## config.mk

```make
export PLATFORM = sky130hd
export DESIGN_NAME = storage_rw_arbiter
export DESIGN_NICKNAME = d
export VERILOG_FILES = /design/src/rtl/storage_rw_arbiter.sv
export SDC_FILE = /design/constraint.sdc
export NUM_CORES = 1
export LEC_CHECK = 0
export CELL_PAD_IN_SITES_DETAIL_PLACEMENT = 1
export CELL_PAD_IN_SITES_GLOBAL_PLACEMENT = 1
export CORE_MARGIN = 3
export CORE_UTILIZATION = 24
export DETAILED_ROUTE_END_ITERATION = 8
export PLACE_DENSITY_LB_ADDON = 0.1
export SYNTH_ARGS = -nofsm -noshare
export SYNTH_HDL_FRONTEND = slang
export SYNTH_SLANG_ARGS = --single-unit
```

## constraint.sdc

```tcl
create_clock -name core_clk -period 2.13 [get_ports core_clk]
set_input_delay 0.213 -clock core_clk [delete_from_list [all_inputs] [get_ports core_clk]]
set_output_delay 0.213 -clock core_clk [all_outputs]
set_load 0.05 [all_outputs]
```

## src/rtl/storage_rw_arbiter.sv

```systemverilog
// Round-robin arbiter sharing the storage management R/W port between Wishbone ports A and B.
// Write acks 2 cycles after the request, read 3; the losing port holds stb and is served next.
module storage_rw_arbiter #(
  parameter int RAM_BLOCKS = 2,
  parameter int ADDR_W     = 8,
  parameter int BANK_W     = 1
) (
  input  logic                     core_clk,
  input  logic                     core_rst,
  input  logic                     a_cyc_i,
  input  logic                     a_stb_i,
  input  logic                     a_we_i,
  input  logic [3:0]               a_sel_i,
  input  logic [31:0]              a_adr_i,
  input  logic [31:0]              a_dat_i,
  output logic [31:0]              a_dat_o,
  output logic                     a_ack_o,
  input  logic                     b_cyc_i,
  input  logic                     b_stb_i,
  input  logic                     b_we_i,
  input  logic [3:0]               b_sel_i,
  input  logic [31:0]              b_adr_i,
  input  logic [31:0]              b_dat_i,
  output logic [31:0]              b_dat_o,
  output logic                     b_ack_o,
  output logic [RAM_BLOCKS-1:0]    mgmt_ena,
  output logic [RAM_BLOCKS-1:0]    mgmt_wen,
  output logic [RAM_BLOCKS*4-1:0]  mgmt_wen_mask,
  output logic [ADDR_W-1:0]        mgmt_addr,
  output logic [31:0]              mgmt_wdata,
  input  logic [RAM_BLOCKS*32-1:0] mgmt_rdata,
  output logic                     busy
);

  typedef enum logic [1:0] {S_IDLE, S_ISSUE, S_RDATA, S_ACK} state_t;

  state_t                  r_state, w_state_nxt;
  logic                    w_a_req, w_b_req, w_req, w_gnt_b;
  logic                    w_we, w_cyc_live, w_drop, w_ack_nxt;
  logic [3:0]              w_sel;
  logic [31:0]             w_adr, w_dat, w_rdata, w_dat_nxt;
  logic [BANK_W-1:0]       w_bank, r_bank;
  logic                    r_gnt_b, r_last_b, r_we, r_abort;
  logic [RAM_BLOCKS-1:0]   r_ena, r_wen, w_ena_nxt, w_wen_nxt;
  logic [RAM_BLOCKS*4-1:0] r_mask, w_mask_nxt;
  logic [ADDR_W-1:0]       r_addr, w_addr_nxt;
  logic [31:0]             r_wdata, w_wdata_nxt, r_a_dat, r_b_dat;
  logic                    r_a_ack, r_b_ack;
  logic                    w_unused_adr;

  assign w_a_req = a_cyc_i & a_stb_i;
  assign w_b_req = b_cyc_i & b_stb_i;
  assign w_req   = w_a_req | w_b_req;
  // B wins only when alone, or when A was the last port served
  assign w_gnt_b = w_b_req & (~w_a_req | ~r_last_b);

  assign w_we   = w_gnt_b ? b_we_i  : a_we_i;
  assign w_sel  = w_gnt_b ? b_sel_i : a_sel_i;
  assign w_adr  = w_gnt_b ? b_adr_i : a_adr_i;
  assign w_dat  = w_gnt_b ? b_dat_i : a_dat_i;
  assign w_bank = w_adr[ADDR_W+2 +: BANK_W];

  assign w_cyc_live   = r_gnt_b ? b_cyc_i : a_cyc_i;
  assign w_drop       = r_abort | ~w_cyc_live;
  assign w_unused_adr = ^{a_adr_i, b_adr_i};

  // Out-of-range banks read back as zero
  always_comb begin
    w_rdata = '0;
    for (int k = 0; k < RAM_BLOCKS; k++) begin
      if (r_bank == BANK_W'(k)) w_rdata = mgmt_rdata[32*k +: 32];
    end
  end

  always_ff @(posedge core_clk) begin
    if (core_rst) r_state <= S_IDLE;
    else          r_state <= w_state_nxt;
  end

  always_comb begin
    w_state_nxt = r_state;
    case (r_state)
      S_IDLE:  if (w_req) w_state_nxt = S_ISSUE;
      S_ISSUE: w_state_nxt = r_we ? S_ACK : S_RDATA;
      S_RDATA: w_state_nxt = S_ACK;
      S_ACK:   w_state_nxt = S_IDLE;
      default: w_state_nxt = S_IDLE;
    endcase
  end

  always_comb begin
    w_ena_nxt   = '0;
    w_wen_nxt   = '0;
    w_mask_nxt  = '0;
    w_addr_nxt  = '0;
    w_wdata_nxt = '0;
    w_ack_nxt   = 1'b0;
    w_dat_nxt   = '0;
    case (r_state)
      S_IDLE: begin
        if (w_req) begin
          w_addr_nxt  = w_adr[ADDR_W+1:2];
          w_wdata_nxt = w_dat;
          for (int k = 0; k < RAM_BLOCKS; k++) begin
            if (w_bank == BANK_W'(k)) begin
              w_ena_nxt[k] = 1'b1;
              w_wen_nxt[k] = w_we;
              if (w_we) w_mask_nxt[4*k +: 4] = w_sel;
            end
          end
        end
      end
      S_ISSUE: w_ack_nxt = r_we & ~w_drop;
      S_RDATA: begin
        w_ack_nxt = ~w_drop;
        if (!w_drop) w_dat_nxt = w_rdata;
      end
      default: ;
    endcase
  end

  always_ff @(posedge core_clk) begin
    if (core_rst) begin
      r_ena    <= '0;
      r_wen    <= '0;
      r_mask   <= '0;
      r_addr   <= '0;
      r_wdata  <= '0;
      r_a_ack  <= 1'b0;
      r_b_ack  <= 1'b0;
      r_a_dat  <= '0;
      r_b_dat  <= '0;
      r_gnt_b  <= 1'b0;
      r_last_b <= 1'b1;
      r_we     <= 1'b0;
      r_bank   <= '0;
      r_abort  <= 1'b0;
    end else begin
      r_ena   <= w_ena_nxt;
      r_wen   <= w_wen_nxt;
      r_mask  <= w_mask_nxt;
      r_addr  <= w_addr_nxt;
      r_wdata <= w_wdata_nxt;
      r_a_ack <= w_ack_nxt & ~r_gnt_b;
      r_b_ack <= w_ack_nxt & r_gnt_b;
      r_a_dat <= r_gnt_b ? 32'h0 : w_dat_nxt;
      r_b_dat <= r_gnt_b ? w_dat_nxt : 32'h0;
      if (r_state == S_IDLE && w_req) begin
        r_gnt_b  <= w_gnt_b;
        r_last_b <= w_gnt_b;
        r_we     <= w_we;
        r_bank   <= w_bank;
        r_abort  <= 1'b0;
      end else if ((r_state == S_ISSUE || r_state == S_RDATA) && !w_cyc_live) begin
        r_abort <= 1'b1;
      end
    end
  end

  assign mgmt_ena      = r_ena;
  assign mgmt_wen      = r_wen;
  assign mgmt_wen_mask = r_mask;
  assign mgmt_addr     = r_addr;
  assign mgmt_wdata    = r_wdata;
  assign a_ack_o       = r_a_ack;
  assign b_ack_o       = r_b_ack;
  assign a_dat_o       = r_a_dat;
  assign b_dat_o       = r_b_dat;
  assign busy          = (r_state != S_IDLE);

endmodule

```

==> out/results.ini, run 1 <==
[run_status]
status=finished clean

[die]
fp.dieH_um=144
die_w_um=144
core-area_mm2=0.0183
design.portCount=327
start_util=0.249
row_count=49
dieArea_mm2=0.0206

[clocking]
clkSinkCount=125
clock-root-buffer=clkbuf_16
cts_buffers=17
htreeDepth=4
clockBufferDepth=2
postCtsSetupBuffers=0
cts.repair.resized=0
clk_pin_slew_worst_paths_ns=0.06
insertion_delay_ns=0.40
tritoncts=yes
hold_buffers=0

[detailed_routing]
route.detailed.drc=0
drt_pre_antenna_iters=4
drtAntennaViolNets=0
vias=4540
dr.first_iter.drc_count=121
routedWlPerCell_um=17.4
wl_um=17200
viasPerCell=4.58

[timing]
period_needed_ns=1.80
slew_headroom=0.620
whs_ns=0.370
fin_skew_ns=0.00999
finalSetupTns_ns=0
setup_viol=0
grt_setup_unrepaired=false
finalCritPeriodShare=0.843
hold_viol=0
slew_violations=0
max_freq_mhz=557
tightest_slew_ns=0.568

[critical_path]
critPathMaxFanout=32
r2r_slack_ns=0.33
cp.required_ns=2.45
crit_arrival_ns=2.12
cp_cell_sequence=inv_1 -> ha_1 -> inv_1 -> or3_2 -> buf_4 -> a21oi_1
crit_top_cell=inv_1
startpoint_type=flop
max_stage_delay_ns=0.52
end_kind=flop
r2r-start=r_state[1]
rr_endpoint=mgmt_wen_mask[1]
slowest_stage=or3_2
crit_type=reg -> reg
rr_worst_depth=6

[finish]
postLayoutCoreUtil=0.450
final_nets=961
syn_to_final_growth_pct=80.7
layout-drive-gt1-share=0.109
insertedDiodeCount=0
design_area_mm2=0.00822

[yosys]
postSynthAreaPerCell_um2=9.59
ys_ff_latch=125
yosysSeqAreaShare=0.550
syn_area_mm2=0.00455
ys_warn_count=0
synth_nets=686
syn_inst=474
ys_types=38

[global_route]
grt_pass1_wl_um=25800
grt_max_degree=33
grt_pass1_vias=4808
antenna_found_initial=0
grt_overflow_total=0
grt_usage=0.162

[power]
ir_drop_v=0.000574
p_leak_nw=2.98
p_total_mw=7.60
power_density_mw_per_mm2=925

[place]
portBuffers=280
hpwl_um=13000
post_dp_cell_area_mm2=0.00760
place.gp.congestion=0.746

[min_path]
whs_path_depth=3
holdCritStartpoint=b_adr_i[3]
hold_class=in -> reg
holdPathEnd=mgmt_addr[1]

[job]
max-cap-violations=0

==> report_power, final <==
group / leakage [nW] / internal (mW) / switching (mW) / total (mW)
clock network: 0.287 / 1.86 / 1.10 / 2.96
logic: 1.68 / 0.832 / 1.20 / 2.04
registers: 1.01 / 2.51 / 0.0944 / 2.61
==> cells by family (layout without fill, tap and decap cells) <==
kind of cell,after synthesis,after routing,synth area share
adder cells (fa/ha/maj),4,4,0.0110
AND/OR/NAND/NOR,148,148,0.151
flip-flops,125,125,0.550
buffers and inverters,46,334,0.0534
AO/OA/AOI/OAI,119,119,0.164
multiplexers,32,32,0.0704
==> Yosys cell counts <==
library cell	n	share of area
nor3_1	1	0.0011
nor2b_1	1	0.0014
nand2b_1	1	0.0014
o22ai_1	1	0.0014
buf_4	2	0.0033
nand4b_1	2	0.0039
o2111ai_1	4	0.0077
a21oi_1	30	0.033
inv_1	3	0.0025
buf_1	2	0.0017
and3_1	5	0.0069
nor2_1	68	0.056
nand4_1	2	0.0028
mux2i_1	32	0.070
buf_6	7	0.017
nand2_1	9	0.0074
nand3_1	49	0.054
nand3b_1	1	0.0017
a311oi_1	2	0.0039
and3b_1	1	0.0019
a31oi_1	1	0.0014
or4_1	4	0.0066
a22o_1	1	0.0019
a22oi_1	1	0.0017
a2111oi_0	1	0.0019
and2_1	2	0.0028
ha_1	4	0.011
clkbuf_2	2	0.0022
buf_2	6	0.0066
nand2_2	1	0.0014
dfxtp_1	125	0.55
o211ai_1	2	0.0033
a211oi_1	1	0.0017
or3_1	1	0.0014
a211o_1	4	0.0077
o21ai_0	46	0.051
clkbuf_1	24	0.020
a21oi_2	25	0.048
==> metal layers <==
layer	wire length, um	share of wire	GRT usage	up-vias
li1	-	-	-	2204
met1	6780	0.39	0.180	2134
met2	8550	0.50	0.282	187
met3	1650	0.096	0.0639	15
met4	256	0.015	0.0550	0
met5	0	0	0	-
==> layout make-up <==
cell class	instances	area, um2
clock inverter	15	186
multi-input combinational	303	1810
tap	229	287
sequential	125	2500
inverter	3	11.3
fill	2036	10100
clock buffer	17	425
timing repair buffer	299	2990
==> per-stage QoR <==
| step | worst slack [ns] | cells |
|---|---|---|
| final | 0.335 | 991 |
| after floorplan | 0.335 | 474 |
| after detailed placement | 0.108 | 959 |
| after global placement | 0.172 | 959 |
| after global routing | 0.205 | 991 |
| after CTS | 0.314 | 991 |
==> cell usage in the layout, fill, tap and decap left out, drive strengths merged <==
cell | Yosys | layout
a2111oi | 1 | 1
a211o | 4 | 4
a211oi | 1 | 1
a21oi | 55 | 55
a22o | 1 | 1
a22oi | 1 | 1
a311oi | 2 | 2
a31oi | 1 | 1
and2 | 2 | 2
and3 | 5 | 5
and3b | 1 | 1
buf | 17 | 20
bufinv | 0 | 3
clkbuf | 26 | 17
clkdlybuf4s50 | 0 | 279
clkinv | 0 | 4
clkinvlp | 0 | 4
dfxtp | 125 | 125
ha | 4 | 4
inv | 3 | 7
mux2i | 32 | 32
nand2 | 10 | 10
nand2b | 1 | 1
nand3 | 49 | 49
nand3b | 1 | 1
nand4 | 2 | 2
nand4b | 2 | 2
nor2 | 68 | 68
nor2b | 1 | 1
nor3 | 1 | 1
o2111ai | 4 | 4
o211ai | 2 | 2
o21ai | 46 | 46
o22ai | 1 | 1
or3 | 1 | 1
or4 | 4 | 4
==> flip-flops by register name, summed over array words and instances (netlist names), 2 cells and up <==
name,cells
mgmt_wen_mask,8
mgmt_wdata,32
r_state,2
mgmt_addr,8
a_dat_o,32
mgmt_wen,2
mgmt_ena,2
b_dat_o,32
==> worst max-delay path: cells and delay by family, from the launching register on <==
kind	cells	cell delay [ns]
AND/OR/NAND/NOR	1	0.52
adder cells (fa/ha/maj)	1	0.20
buffers and inverters	3	0.48
flip-flops	1	0.34
AO/OA/AOI/OAI	1	0.18
==> worst max-delay path by stage <==
stage | endpoint | from | cells after the start | slack [ns]
2_1_floorplan | mgmt_wdata[17] | r_state[0] | 7 | 0.33
3_3_place_gp | mgmt_wen_mask[1] | b_cyc_i | 5 | 0.17
3_5_place_dp | mgmt_wdata[25] | b_cyc_i | 5 | 0.11
4_1_cts | mgmt_wen_mask[1] | r_state[1] | 6 | 0.31
5_1_grt | mgmt_wdata[24] | r_state[0] | 6 | 0.20
6_report | mgmt_wen_mask[1] | r_state[1] | 6 | 0.33
Note: power is estimated with default switching activity, not from simulation.
==> run 2, diff against run 1 <==
clock period = 1.84 ns   (was 2.13 ns; I/O delays follow)
==> out/results.ini, run 2 (synthesis results as in run 1) <==
[timing]
grt_setup_unrepaired=false  ; unchanged
finalCritPeriodShare=0.946
fin_skew_ns=0.0114  ; was 0.00999 ns
max_freq_mhz=574
slew_headroom=0.627  ; was 0.620
hold_viol=0  ; unchanged
slew_violations=0  ; unchanged
tightest_slew_ns=0.558  ; was 0.568 ns
period_needed_ns=1.74
setup_viol=0  ; unchanged

[detailed_routing]
wl_um=17600  ; was 17200 um
route.detailed.drc=0  ; unchanged
routedWlPerCell_um=17.7  ; was 17.4 um
drt_pre_antenna_iters=4  ; unchanged
vias=4607  ; was 4540
drtAntennaViolNets=0  ; unchanged
dr.first_iter.drc_count=92  ; was 121
viasPerCell=4.62  ; was 4.58

[die]
die_w_um=144  ; unchanged
start_util=0.249  ; unchanged
fp.dieH_um=144  ; unchanged
dieArea_mm2=0.0206  ; unchanged
row_count=49  ; unchanged
core-area_mm2=0.0183  ; unchanged
design.portCount=327  ; unchanged

[clocking]
htreeDepth=4  ; unchanged
cts_buffers=17  ; unchanged
clkSinkCount=125  ; unchanged
postCtsSetupBuffers=0  ; unchanged
clock-root-buffer=clkbuf_16  ; unchanged
hold_buffers=0  ; unchanged
cts.repair.resized=0  ; unchanged
clockBufferDepth=2  ; unchanged
clk_pin_slew_worst_paths_ns=0.06  ; about the same
insertion_delay_ns=0.41  ; was 0.40 ns
tritoncts=yes  ; unchanged

[critical_path]
slowest_stage=clkdlybuf4s50_1  ; was or3_2
startpoint_type=flop  ; unchanged
critPathMaxFanout=1  ; was 32
r2r-start=r_state[0]  ; was r_state[1]
cp_top_family=buffers and inverters  ; was simple AND/OR/NAND/NOR gates
path_buf_inv=1  ; was 3
crit_arrival_ns=1.56  ; was 2.12 ns
end_kind=output pin  ; was flop
cp.required_ns=1.66  ; was 2.45 ns
crit_type=reg -> out  ; was reg -> reg
max_stage_delay_ns=0.84  ; was 0.52 ns
cp_cell_sequence=clkdlybuf4s50_1  ; was inv_1 -> ha_1 -> inv_1 -> or3_2 -> buf_4 -> a21oi_1
crit_start=mgmt_wen[1]  ; was r_state[1]

[min_path]
holdCritStartpoint=b_adr_i[9]  ; was b_adr_i[3]
hold_class=in -> reg  ; unchanged

[global_route]
grt_usage=0.166  ; was 0.162
antenna_found_initial=0  ; unchanged
grt_pass1_vias=4887  ; was 4808
grt_max_degree=33  ; unchanged
grt_pass1_wl_um=26300  ; was 25800 um
grt_overflow_total=0  ; unchanged

[finish]
insertedDiodeCount=0  ; unchanged
final_nets=967  ; was 961
final_cell_mix=clkdlybuf4s50_1 (279), dfxtp_1 (124), nor2_1 (68)  ; unchanged
final_common_cell=clkdlybuf4s50_1  ; unchanged
syn_to_final_growth_pct=82.0  ; was 80.7%
postLayoutCoreUtil=0.453  ; was 0.450
layout-drive-gt1-share=0.116  ; was 0.109
nFillCells=2026  ; was 2036

[power]
p_leak_nw=3.02  ; was 2.98 nW
p_comb_frac=0.275  ; was 0.268
power_frac_clock=0.386  ; was 0.389
p_total_mw=8.91  ; was 7.60 mW
swShare=0.316  ; was 0.315
ir_drop_v=0.000735  ; was 0.000574 V
p_int_mw=6.09  ; was 5.20 mW
pwr-share-seq=0.339  ; was 0.343
power_density_mw_per_mm2=1080  ; was 925 mW/mm2
p_sw_mw=2.82  ; was 2.40 mW

[place]
hpwl_um=13300  ; was 13000 um
portBuffers=280  ; unchanged
place.gp.congestion=0.761  ; was 0.746

[job]
max-cap-violations=0  ; unchanged

[run_status]
status=finished clean  ; unchanged

[run 2: cell type report]
cell class | instances | area, um2 | share of cell area
timing repair buffer | 305 | 3050 | 0.369
sequential | 125 | 2500 | 0.303
multi-input combinational | 303 | 1810 | 0.219
clock buffer | 17 | 425 | 0.0514
tap | 229 | 287 | 0.0346
clock inverter | 15 | 186 | 0.0225
inverter | 3 | 11.3 | 0.00136
[run 2: layer usage]
metal | GRT usage | part of all wire
met1 | 0.183 | 0.38
met2 | 0.292 | 0.51
met3 | 0.0662 | 0.099
met4 | 0.0550 | 0.012
met5 | 0 | 0
[run 2: power by group through the flow]
stage	logic (mW)	clock network, mW	registers (mW)
2_1_floorplan	0.902	0	3.55
3_3_place_gp	2.43	0	3.07
3_5_place_dp	2.47	0	3.08
4_1_cts	2.48	3.55	3.02
5_1_grt	2.62	3.67	3.04
6_report	2.45	3.43	3.02
[run 2: worst paths after layout]
kind         slack (ns)            to  cells past startpoint
max                 0.1   mgmt_wen[1]                      1
min                0.33  mgmt_addr[7]                      3
max reg2reg        0.12  mgmt_addr[0]                      6
min reg2reg        0.53    r_state[1]                      2
[run 2: per-stage QoR]
| step | worst slack [ns] | hold slack (ns) | instances | setup TNS [ns] | instance area [um2] |
|---|---|---|---|---|---|
| floorplan | 0.0445 | 0.329 | 474 | 0 | 4550 |
| global placement | 0.0188 | 0.495 | 965 | 0 | 7660 |
| detailed placement | -0.0543 | 0.515 | 965 | -0.0581 | 7660 |
| CTS | 0.0625 | 0.310 | 997 | 0 | 8270 |
| global route | 0.0101 | 0.322 | 997 | 0 | 8270 |
| finish | 0.0988 | 0.334 | 997 | 0 | 8270 |
==> RTL edit: new RTL, flow settings as in run 2 <==
Set the parameter `RAM_BLOCKS` to 1 (it was 2).
--- a/src/rtl/storage_rw_arbiter.sv
+++ b/src/rtl/storage_rw_arbiter.sv
@@ -3,3 +3,3 @@
 module storage_rw_arbiter #(
-  parameter int RAM_BLOCKS = 2,
+  parameter int RAM_BLOCKS = 1,
   parameter int ADDR_W     = 8,
Interface: changed (resized mgmt_ena, mgmt_rdata, mgmt_wen and mgmt_wen_mask); port bits go from 327 to 289. No check against the original RTL was run, so the function may have changed too.
==> RTL edit against run 2 <==
  * Setup slack got worse by 0.0055 ns
  * Routed wire length decreased by 16%
  * Critical path depth is the same
  * Final area is 9.0% lower
  * Die area is 7.5% lower
  * Sequential cell count decreased by 6
  * Power is 9.9% lower
  * Area after synthesis decreased by 7.8%
  * Largest power group unchanged
  * Sequential power is 6% lower
==> RTL edit: results (changes against run 2) <==
metric,value,unit,change
post-cts resize count,0,,unchanged
Total GRT Usage,15.2,%,-1.4 points
main flop type after synthesis,dfxtp_1,,
sequential share of the synthesized area,56.8,%,+1.8 points
H-tree level count,4,,unchanged
Synth area leaders,"dfxtp_1 57%, and2_1 9.7%, a21oi_2 8.4%, nand3_1 5.5%, o21ai_0 3.9%",,
Worst-Skew Late Latency,0.41,ns,about the same
peak supply drop,0.000609,V,-17%
final setup violation count,0,,unchanged
cell family contributing the most delay on the critical path,buffers and inverters,,
Pleak,0.00271,uW,-10%
Hold WC Path Type,primary input to register,,
layout cells sized above 1,15.4,%,+3.8 points
CTS buffer count,17,,unchanged
largest net degree at the start of global routing,40,,+21%
"Max stage delay cell, worst path",clkdlybuf4s50_1,,
DRT iter0 DRCs,72,,-22%
GR Overflow Total,0,,unchanged
"top cells by count, synth","119 x dfxtp_1, 65 x and2_1, 46 x nand3_1",,
clk slew on worst S/H paths,0.06,ns,about the same
first-pass GRT wire length,23000,microns,-13%
"Distinct cells, synth",36,,-5.3%
Syn Nets,580,,-15%
Max clock buf depth,2,,unchanged
clock skew,0.00766,ns,-0.00373 ns
layout net count,831,,-14%
initial antenna violation count,0,,unchanged
status,"finished, final reports clean",,
routed wire length,14700,microns,-16%
Worst path max stage delay,0.85,ns,
IO Port Bufs,242,,-14%
Placer Congestion,0.729,,-4.2%
Worst-Margin Slew,0.583,ns,+0.0253 ns
total number of vias,3848,,-16%
fillers,1829,,-9.7%
HPWL after DPL,11000,microns,-18%
number of global-route vias before repair,4137,,-15%
pre-CTS setup slack,0.0724,ns,+0.127 ns
RTL edit: cell count changes after synthesis, sizes merged, moves of 6 or more:
cell,before,now
nor2,68,3
and2,2,65
mux2i,32,1
clkbuf,26,12
nand2,10,2
dfxtp,125,119
RTL edit: cell families (layout without fill, tap and decap cells):
kind of cell	count (synthesis)	count (layout)	share of synthesized area [%]
buffers and inverters	35	299	5.34
AOI/OAI and AO/OA	108	108	17.2
adders and majority gates	4	4	1.19
muxes	1	1	0.328
DFF	119	119	56.8
and+or+nand+nor	133	133	19.1
RTL edit: through the flow:
stage,hold WS [ns],cell area (sq um),instances
floorplan,0.306,4190,400
detailed placement,0.499,6960,852
finish,0.343,7530,884
CTS,0.319,7530,884
global route,0.320,7530,884
global placement,0.484,6960,852
RTL edit: path summary, 6_finish.rpt:
path              slack [ns]  cells after the start            end  startpoint
setup / recovery        0.09                      1       mgmt_ena    mgmt_ena
hold / removal          0.34                      3  mgmt_wdata[0]  b_dat_i[0]
setup reg to reg        0.12                      6   mgmt_addr[2]  r_state[0]
hold reg to reg         0.51                      2     r_state[1]  r_state[1]
RTL edit: power by group:
part	switching (uW)	total, uW	internal (uW)
clock network	1240	3130	1900
registers	80.7	2840	2760
logic	1200	2050	854
total	2510	8030	5510
RTL edit: metal layers:
metal	vias up	GRT usage [%]	routed length [microns]
li1	1884	-	-
met4	0	4.37	92
met3	6	7.39	1340
met2	160	25.6	7120
met1	1798	17.2	6150
met5	-	0	0
RTL edit: area by class of cell:
type | count | area share (%)
Timing Repair Buffer | 264 | 35.8
Sequential cell | 119 | 31.7
Multi-Input combinational cell | 246 | 21.2
Clock buffer | 18 | 5.84
Tap cell | 220 | 3.66
Clock inverter | 14 | 1.70
Inverter | 3 | 0.150
